## src/rtl/mc_ctrl_pkg.sv

```systemverilog
// Shared encodings for the multicycle RV32I main controller. The ALU decoder uses the same ALUOp values.
package mc_ctrl_pkg;

    typedef enum logic [3:0] {
        S_FETCH, S_DECODE, S_MEMADR, S_MEMREAD, S_MEMWB, S_MEMWRITE,
        S_EXEC_R, S_EXEC_I, S_JAL, S_ALUWB, S_BEQ
    } state_e;

    localparam logic [6:0] OP_LW  = 7'b0000011;
    localparam logic [6:0] OP_SW  = 7'b0100011;
    localparam logic [6:0] OP_R   = 7'b0110011;
    localparam logic [6:0] OP_I   = 7'b0010011;
    localparam logic [6:0] OP_JAL = 7'b1101111;
    localparam logic [6:0] OP_BEQ = 7'b1100011;

    localparam logic [1:0] ALUOP_ADD   = 2'b00;
    localparam logic [1:0] ALUOP_SUB   = 2'b01;
    localparam logic [1:0] ALUOP_FUNCT = 2'b10;

    localparam logic [1:0] RES_ALUOUT    = 2'b00;
    localparam logic [1:0] RES_DATA      = 2'b01;
    localparam logic [1:0] RES_ALURESULT = 2'b10;

    localparam logic [1:0] SRCA_PC    = 2'b00;
    localparam logic [1:0] SRCA_OLDPC = 2'b01;
    localparam logic [1:0] SRCA_RD1   = 2'b10;

    localparam logic [1:0] SRCB_RD2  = 2'b00;
    localparam logic [1:0] SRCB_IMM  = 2'b01;
    localparam logic [1:0] SRCB_FOUR = 2'b10;

    localparam logic [1:0] IMM_I = 2'b00;
    localparam logic [1:0] IMM_S = 2'b01;
    localparam logic [1:0] IMM_B = 2'b10;
    localparam logic [1:0] IMM_J = 2'b11;

    typedef struct packed {
        logic       pc_update;
        logic       branch;
        logic       adr_src;
        logic       mem_write;
        logic       ir_write;
        logic [1:0] result_src;
        logic [1:0] alu_src_a;
        logic [1:0] alu_src_b;
        logic [1:0] alu_op;
        logic       reg_write;
    } ctrl_t;

    function automatic ctrl_t state_ctrl(state_e s);
        ctrl_t c;
        c = '0;
        case (s)
            S_FETCH: begin
                c.ir_write   = 1'b1;
                c.pc_update  = 1'b1;
                c.alu_src_a  = SRCA_PC;
                c.alu_src_b  = SRCB_FOUR;
                c.alu_op     = ALUOP_ADD;
                c.result_src = RES_ALURESULT;
            end
            S_DECODE: begin
                c.alu_src_a = SRCA_OLDPC;
                c.alu_src_b = SRCB_IMM;
            end
            S_MEMADR: begin
                c.alu_src_a = SRCA_RD1;
                c.alu_src_b = SRCB_IMM;
            end
            S_MEMREAD:  c.adr_src = 1'b1;
            S_MEMWB: begin
                c.result_src = RES_DATA;
                c.reg_write  = 1'b1;
            end
            S_MEMWRITE: begin
                c.adr_src   = 1'b1;
                c.mem_write = 1'b1;
            end
            S_EXEC_R: begin
                c.alu_src_a = SRCA_RD1;
                c.alu_src_b = SRCB_RD2;
                c.alu_op    = ALUOP_FUNCT;
            end
            S_EXEC_I: begin
                c.alu_src_a = SRCA_RD1;
                c.alu_src_b = SRCB_IMM;
                c.alu_op    = ALUOP_FUNCT;
            end
            S_JAL: begin
                c.alu_src_a = SRCA_OLDPC;
                c.alu_src_b = SRCB_FOUR;
                c.pc_update = 1'b1;
            end
            S_ALUWB: begin
                c.result_src = RES_ALUOUT;
                c.reg_write  = 1'b1;
            end
            S_BEQ: begin
                c.alu_src_a = SRCA_RD1;
                c.alu_src_b = SRCB_RD2;
                c.alu_op    = ALUOP_SUB;
                c.branch    = 1'b1;
            end
            default: c = '0;
        endcase
        return c;
    endfunction

endpackage

```

## src/rtl/mc_imm_src_dec.sv

```systemverilog
// Immediate-format select for the extend unit, decoded straight from the opcode.
module mc_imm_src_dec
    import mc_ctrl_pkg::*;
(
    input  logic [6:0] op,
    output logic [1:0] imm_src
);

    always_comb begin
        imm_src = IMM_I;
        case (op)
            OP_SW:   imm_src = IMM_S;
            OP_BEQ:  imm_src = IMM_B;
            OP_JAL:  imm_src = IMM_J;
            default: imm_src = IMM_I;
        endcase
    end

endmodule

```

## src/rtl/mc_main_ctrl_fsm.sv

```systemverilog
// Multicycle RV32I main controller: Moore FSM, datapath controls and retired-instruction counter.
// Optional MC_MEM_STALL_EN adds a mem_ready handshake that stalls FETCH, MEMREAD and MEMWRITE.
module mc_main_ctrl_fsm
    import mc_ctrl_pkg::*;
#(
    parameter int CNT_W = 32
) (
    input  logic             clk,
    input  logic             rst_n,
    input  logic [6:0]       op,
    input  logic             zero,
`ifdef MC_MEM_STALL_EN
    input  logic             mem_ready,
`endif
    output logic             pc_write,
    output logic             adr_src,
    output logic             mem_write,
    output logic             ir_write,
    output logic [1:0]       result_src,
    output logic [1:0]       alu_src_a,
    output logic [1:0]       alu_src_b,
    output logic [1:0]       alu_op,
    output logic             reg_write,
    output logic [1:0]       imm_src,
    output logic             illegal,
    output logic [CNT_W-1:0] instret
);

    state_e           state_q, state_d;
    ctrl_t            ctrl_q, ctrl_d;
    logic [CNT_W-1:0] instret_q, instret_d;
    logic             retire;
    logic             mem_ok;
    logic             fetch_ok;
    logic             op_legal;

`ifdef MC_MEM_STALL_EN
    assign mem_ok = mem_ready;
`else
    assign mem_ok = 1'b1;
`endif

    assign op_legal = op inside {OP_LW, OP_SW, OP_R, OP_I, OP_JAL, OP_BEQ};

    always_comb begin
        state_d = state_q;
        retire  = 1'b0;
        case (state_q)
            S_FETCH:    if (mem_ok) state_d = S_DECODE;
            S_DECODE: begin
                case (op)
                    OP_LW, OP_SW: state_d = S_MEMADR;
                    OP_R:         state_d = S_EXEC_R;
                    OP_I:         state_d = S_EXEC_I;
                    OP_JAL:       state_d = S_JAL;
                    OP_BEQ:       state_d = S_BEQ;
                    default:      state_d = S_FETCH;
                endcase
            end
            S_MEMADR:   state_d = (op == OP_SW) ? S_MEMWRITE : S_MEMREAD;
            S_MEMREAD:  if (mem_ok) state_d = S_MEMWB;
            S_MEMWRITE: begin
                if (mem_ok) begin
                    state_d = S_FETCH;
                    retire  = 1'b1;
                end
            end
            S_MEMWB, S_ALUWB, S_BEQ: begin
                state_d = S_FETCH;
                retire  = 1'b1;
            end
            S_EXEC_R, S_EXEC_I, S_JAL: state_d = S_ALUWB;
            default:    state_d = S_FETCH;
        endcase
        instret_d = instret_q + {{(CNT_W-1){1'b0}}, retire};
        // Controls are registered alongside the state so outputs come straight off flops.
        ctrl_d    = state_ctrl(state_d);
    end

    always_ff @(posedge clk) begin
        if (!rst_n) begin
            state_q   <= S_FETCH;
            ctrl_q    <= state_ctrl(S_FETCH);
            instret_q <= '0;
        end else begin
            state_q   <= state_d;
            ctrl_q    <= ctrl_d;
            instret_q <= instret_d;
        end
    end

    // Only FETCH carries ir_write, so it doubles as the "this cycle waits on memory" flag.
    assign fetch_ok   = mem_ok | ~ctrl_q.ir_write;

    assign pc_write   = rst_n & ((ctrl_q.pc_update & fetch_ok) | (ctrl_q.branch & zero));
    assign ir_write   = rst_n & ctrl_q.ir_write & fetch_ok;
    assign adr_src    = rst_n & ctrl_q.adr_src;
    assign mem_write  = rst_n & ctrl_q.mem_write;
    assign reg_write  = rst_n & ctrl_q.reg_write;
    assign result_src = rst_n ? ctrl_q.result_src : 2'b00;
    assign alu_src_a  = rst_n ? ctrl_q.alu_src_a  : 2'b00;
    assign alu_src_b  = rst_n ? ctrl_q.alu_src_b  : 2'b00;
    assign alu_op     = rst_n ? ctrl_q.alu_op     : 2'b00;
    assign illegal    = rst_n & (state_q == S_DECODE) & ~op_legal;
    assign instret    = rst_n ? instret_q : '0;

    mc_imm_src_dec u_imm_src_dec (
        .op      (op),
        .imm_src (imm_src)
    );

endmodule
```

## config.mk

```make
export PLATFORM = sky130hd
export DESIGN_NAME = mc_main_ctrl_fsm
export DESIGN_NICKNAME = d
export VERILOG_FILES = /design/src/rtl/mc_ctrl_pkg.sv /design/src/rtl/mc_imm_src_dec.sv /design/src/rtl/mc_main_ctrl_fsm.sv
export SDC_FILE = /design/constraint.sdc
export NUM_CORES = 1
export LEC_CHECK = 0
export CORE_MARGIN = 5
export CORE_UTILIZATION = 51
export DETAILED_ROUTE_END_ITERATION = 10
export GPL_TIMING_DRIVEN = 1
export MAX_ROUTING_LAYER = met4
export PLACE_DENSITY_LB_ADDON = 0.25
export SLEW_MARGIN = 20
export SYNTH_ARGS = -nofsm -noshare
export SYNTH_HDL_FRONTEND = slang
export SYNTH_SLANG_ARGS = --single-unit
```

## constraint.sdc

```tcl
create_clock -name clk -period 3.3 [get_ports clk]
set_clock_uncertainty 0.05 [all_clocks]
set_input_delay 0.66 -clock clk [delete_from_list [all_inputs] [get_ports clk]]
set_output_delay 0.66 -clock clk [all_outputs]
set_load 0.05 [all_outputs]
```

Word level (Yosys, flattened, before mapping)
Index checks and enable logic that the tools add are counted.

Output and inout bits: 48. Logic and storage cells: 80. Register bits after elaboration: 50. Input bits: 10.

Muxes and demuxes: 19. Eq/ne operators: 26. Reduce and logical (&&, ||, !) cells: 12. Bitwise gates (word level): 10. Add/subtract/negate cells: 1.

Operator list (number): 4-bit case mux with 5 select lines (3); 32-bit by 1-bit adder with 32-bit output (1); 4-bit by 3-bit equality test with 1-bit output (second input constant) (8); 32-bit two-way mux (1); 4-bit equality test (second input constant) (6); 4-bit by 2-bit equality test with 1-bit output (second input constant) (4); 7-bit by 6-bit equality test with 1-bit output (second input constant) (2); 7-bit equality test (second input constant) (2); 2-bit OR reduction (7); 1-bit AND (8); 4-bit by 1-bit equality test with 1-bit output (second input constant) (2); 4-bit logical NOT (2); 2-bit two-way mux (4); 2-bit case mux with 2 select lines (2); 7-bit by 2-bit equality test with 1-bit output (second input constant) (1); 7-bit by 5-bit equality test with 1-bit output (second input constant) (1); 1-bit two-way mux (7); 2-bit case mux with 3 select lines (1); 6-bit nonzero test (1); 4-bit OR reduction (1); 3-bit two-way mux (1); 3-bit OR reduction (1); 1-bit inverter (1); 1-bit OR (1).

Depth between registers and ports, before layout
Word-level depth: 7. Gate-level depth with buffers: 12.

Cells and area by module
From an unflattened synthesis, not the netlist that was laid out.

Cell total of the unflattened synthesis: 294. Area, all modules: 2603.7 um^2.

Modules (own cells, without submodules): mc_main_ctrl_fsm (instances 1, area an instance 2560.0 um^2, cells an instance 288); mc_imm_src_dec (instances 1, area an instance 43.8 um^2, cells an instance 6).

Worst setup path after synthesis
OpenSTA, ideal clock, no wires.

Kind: input port to output port. Start: input op[3]. End: output imm_src[0]. Setup slack: 0.343 ns. Path buffers: 0. Stages: 2. Arrival: 2.247 ns. Cells stage by stage: or3_4 a211oi_1.

Longest elaborated chain between the ends: 2. Elaborated cells on any way between the ends: 4.

Ends and longest elaborated chain: start, declared (line mc_main_ctrl_fsm.sv:10) `input logic [6:0] op,`; 7-bit equality test or 7-bit by 6-bit equality test with 1-bit output (tied branches) (line mc_imm_src_dec.sv:11) `case (op)`; 2-bit case mux with 3 select lines * (line mc_imm_src_dec.sv:11); end, declared (line mc_main_ctrl_fsm.sv:24) `output logic [1:0] imm_src,`.

Every way passes the cells marked *; elsewhere a longest branch is shown, timed or not.

Worst setup path in the final report
Start: register state_q[2]. End: register instret_q[26].

Longest elaborated chain between the ends: 4. Elaborated cells on any way between the ends: 7.

Ends and longest elaborated chain: start, declared (line mc_main_ctrl_fsm.sv:29) `state_e state_q, state_d;`; start signal, assigned (line mc_main_ctrl_fsm.sv:86) `state_q <= state_d;`; 4-bit by 3-bit equality test with 1-bit output or 4-bit equality test (tied branches) (line mc_main_ctrl_fsm.sv:48) `case (state_q)`; 4-bit OR reduction (no source line) *; 1-bit two-way mux *; 32-bit by 1-bit adder with 32-bit output * (line mc_main_ctrl_fsm.sv:75) `instret_d = instret_q + {{(CNT_W-1){1'b0}}, retire};`; end signal, assigned (line mc_main_ctrl_fsm.sv:88) `instret_q <= instret_d;`; end, declared (line mc_main_ctrl_fsm.sv:31) `logic [CNT_W-1:0] instret_q, instret_d;`.

Marks and branches as above. A chain may end at the register's enable or synchronous reset.

==> impl_results.md <==
* Number of instances in the synthesized netlist at 297
* Nets in the synthesized netlist at between 300 and 400
* Final Critical Period at 2.95 ns
* Power per unit of standard cell area at 326 nW/um2
* Most common cell after layout, fill and taps aside: sky130_fd_sc_hd__and2_1
* Number of inserted filler cells in the final layout at 440
* Xor/xnor share of the synthesized area at under 10%
* Flop2flop setup slack at between 0.3 and 0.4 ns
* Peak Freq at 0.339 GHz
* Static leakage at between 1 and 1.5 nW
* Vias in the first global route at 1950
* Top FF cell, synth: sky130_fd_sc_hd__dfxtp_1
* Sequential share of power at 58.3%
* Max-Cap Viols at 0
* Initial core utilization at 52.2%
* Ys async rst share at 0%
* Kind of start point of the critical path: flop
* Start of the worst register-to-register path: state_q[2]
* Arr. time, crit path at just over 3 ns
* Multiplexer fraction of the synthesized cell area at 1.24%
* Total die area at 6690 um2
* Slew HR at 58.0%
* Bufs on Longest Clock Path at 2
* Clock insertion delay at the later pin of the skew report at around 0.3 ns
* Detailed-routing iteration count for the pre-antenna-repair pass at 4
* CTS tree: yes
* Routed wirelength normalized by instance count at around 12 um
* Fraction of layout instances using a drive strength above 1 at between 20% and 30%
* Critical hold path startpoint: instret_q[13]
* Endpoint of the most critical register-to-register path: instret_q[26]
* Most frequent cells in the layout: sky130_fd_sc_hd__and2_1, sky130_fd_sc_hd__dfxtp_1, sky130_fd_sc_hd__buf_4, sky130_fd_sc_hd__nand2_1, sky130_fd_sc_hd__xor2_1
* Count of final setup violators at 0
* Max-slew violation count at 0
* Worst hold slack at 0.467 ns
* Crit path max fanout at 11
* Pin count of the biggest net entering global routing at roughly 50
* HPWL Detailed at ~3700 um
* CTS buffer count at 5
* Number of enable flip-flop cells after synthesis at 0
* Warnings from Yosys at 0
* Post-route antenna net violation count at 0
* Path class of the lowest-slack min-delay path: flop to flop
* Cells resized by post-CTS repair at 0
* Worst r2r path cells at 10
* Horizontal extent of the die at 81.8 um
* Number of distinct library cells after synthesis at 46
* Layout Area Growth over Synthesis at 23.0%
* Reg clk slew, reported paths at 0.09 ns
* Main combinational cell family by area after synthesis: simple AND/OR/NAND/NOR gates
* Switching power of the nets at about 0.26 mW
* Run status: completed
* Post-layout net count at around 360
* Post-synthesis share of cell area spent on full adders, half adders and majority gates at less than 1%
* Category of the worst setup path capture point: flop
* End point of the worst hold path: instret_q[13]
* Post-placement cell count at 413
* Final hold viol count at 0
* Hold path depth at 2
* Switching share of power at around a quarter
* Mean Syn Cell Area at 8.86 um2
* Cell-internal power at about 0.80 mW
* Accumulated negative setup slack at 0 ns
* Post-DP Area at between 3000 and 4000 um2
* Post-detailed-routing wire length at 5200 um
* Finished layout cell area at about 3200 um2
* Setup repair after global routing missed its margin: no
* RePlAce Congestion at ~0.8
* Clock group share of total power at 31.6%
* Overall overflow remaining after global route at 0
* Postcts setup bufs at 0
* Standard-cell rows at 26
* Portion of the post-synthesis area used by sequential elements at a little under two fifths
* Root cell of the clock tree: sky130_fd_sc_hd__clkbuf_8
* Number of storage elements in the synthesis netlist at 50
* Simple-gate area share of the yosys netlist at 38.1%
* Peak VDD IR at approximately 160 uV
* Transition time at the pin with the least slew margin at a little over 0.6 ns
* Share of the clock period used by the worst path at around 90%
* Drt drc at 0
* H-tree depth at 2
* Number of vias per cell at ~5.2
* Port bufs at 57
* Std-Cell Core Area at approximately 5000 um2
* # clock sinks at 50
* Required time at the endpoint of the critical path at about 3.4 ns
* Post-synthesis cell area at roughly 2600 um2
* Global router's overall resource usage at about 17%
* Via count at roughly 2200
* Final cell count without fillers at 420
* Synth Area in Compound Gates at between 10% and 20%
* Global-route wire length before repair at about 8700 um
* IO Pins at 58
* Crit Path Class: flop to flop
* Total chip power at around 1.1 mW
* Vertical extent of the die at around 82 um
* Detailed Route Iter0 Violations at roughly 110
* Number of antenna violations at the first check in global routing at 0
* Hold-fix buffers at CTS at 0
* Combinational share of power at 10.1%
* Number of inserted diodes at 0
==> power groups by stage <==
stage / clock (mW) / sequential (mW) / combinational (mW)
global route: 0.368 / 0.615 / 0.115
CTS: 0.343 / 0.614 / 0.107
detailed placement: 0 / 0.628 / 0.107
global placement: 0 / 0.628 / 0.105
finish: 0.333 / 0.614 / 0.106
floorplan: 0 / 0.626 / 0.0712
==> worst max-delay path by stage <==
stage                     to  slack (ns)       start  depth (start not counted)
6_report       instret_q[26]        0.35  state_q[2]                         10
5_1_grt        instret_q[26]        0.06  state_q[2]                         10
3_5_place_dp   instret_q[26]        0.35  state_q[2]                         10
3_3_place_gp      imm_src[0]        0.42       op[3]                          4
2_1_floorplan     imm_src[0]        0.34       op[3]                          2
4_1_cts        instret_q[26]        0.34  state_q[2]                         10
==> stage by stage <==
step / setup slack, ns / utilization [%]
floorplan: 0.343 / -
global placement: 0.423 / 62.6
detailed placement: 0.354 / 62.6
CTS: 0.341 / 64.1
global route: 0.0577 / 64.1
finish: 0.352 / 64.1
==> logic make-up after synthesis <==
logic type | count (synthesis)
xor+xnor | 23
compound gates | 37
simple gates | 161
flops | 50
fa+ha+maj | 2
buf+inv | 21
mux | 3
==> worst max-delay path, stage by stage (launching register included) <==
cell                      delay (ns)
sky130_fd_sc_hd__dfxtp_1        0.54
sky130_fd_sc_hd__nor2b_1        0.22
sky130_fd_sc_hd__a21oi_1        0.05
sky130_fd_sc_hd__o21ai_0        0.17
sky130_fd_sc_hd__ha_1           0.21
sky130_fd_sc_hd__ha_1           0.20
sky130_fd_sc_hd__and4_1         0.27
sky130_fd_sc_hd__nand3_1        0.34
sky130_fd_sc_hd__nor3_1         0.39
sky130_fd_sc_hd__nand2_1        0.12
sky130_fd_sc_hd__mux2_2         0.28
==> synth_stat cells (2+ instances only) <==
cell,count,share of area [%]
sky130_fd_sc_hd__and4_1,5,1.7
sky130_fd_sc_hd__nand4_1,7,1.7
sky130_fd_sc_hd__or3_1,6,1.4
sky130_fd_sc_hd__buf_4,2,0.57
sky130_fd_sc_hd__a21boi_0,6,1.7
sky130_fd_sc_hd__nand2_1,19,2.7
sky130_fd_sc_hd__nor3_1,10,1.9
sky130_fd_sc_hd__xor2_1,13,4.3
sky130_fd_sc_hd__xnor2_1,10,3.3
sky130_fd_sc_hd__nand3_1,8,1.5
sky130_fd_sc_hd__nor4_1,7,1.7
sky130_fd_sc_hd__nor2b_1,7,1.7
sky130_fd_sc_hd__and2_1,73,17
sky130_fd_sc_hd__o31ai_1,2,0.57
sky130_fd_sc_hd__a22oi_1,2,0.57
sky130_fd_sc_hd__clkbuf_1,11,1.6
sky130_fd_sc_hd__mux2_2,2,0.86
sky130_fd_sc_hd__o21ai_0,12,2.3
sky130_fd_sc_hd__inv_1,7,1.0
sky130_fd_sc_hd__nor3b_1,3,0.86
sky130_fd_sc_hd__and3_1,3,0.71
sky130_fd_sc_hd__dfxtp_1,50,38
sky130_fd_sc_hd__a21oi_1,4,0.76
sky130_fd_sc_hd__nor2_1,5,0.71
sky130_fd_sc_hd__ha_1,2,0.95
==> registers in the layout, indices dropped and copies added (netlist names) <==
register	flops
ctrl_q	14
instret_q	32
state_q	4
==> per-layer routing <==
metal / part of all wire [%] / vias up / global-route usage [%]
met5: 0 / - / -
met2: 47 / 55 / 26.7
met3: 4.8 / 6 / 3.40
met1: 47 / 1002 / 21.3
met4: 1.2 / 0 / 5.15
li1: - / 1126 / -
==> final cells by class <==
type                       instances  area (um2)  area share, %
clock buffer                       5        68.8           2.13
clock inverter                     2        10.0          0.309
inverter                           7        26.3          0.812
multi-input combinational        226        1540           47.5
sequential                        50        1000           30.9
tap                               70        87.6           2.71
timing repair buffer              60         505           15.6
Note: power is estimated with default switching activity, not from simulation.
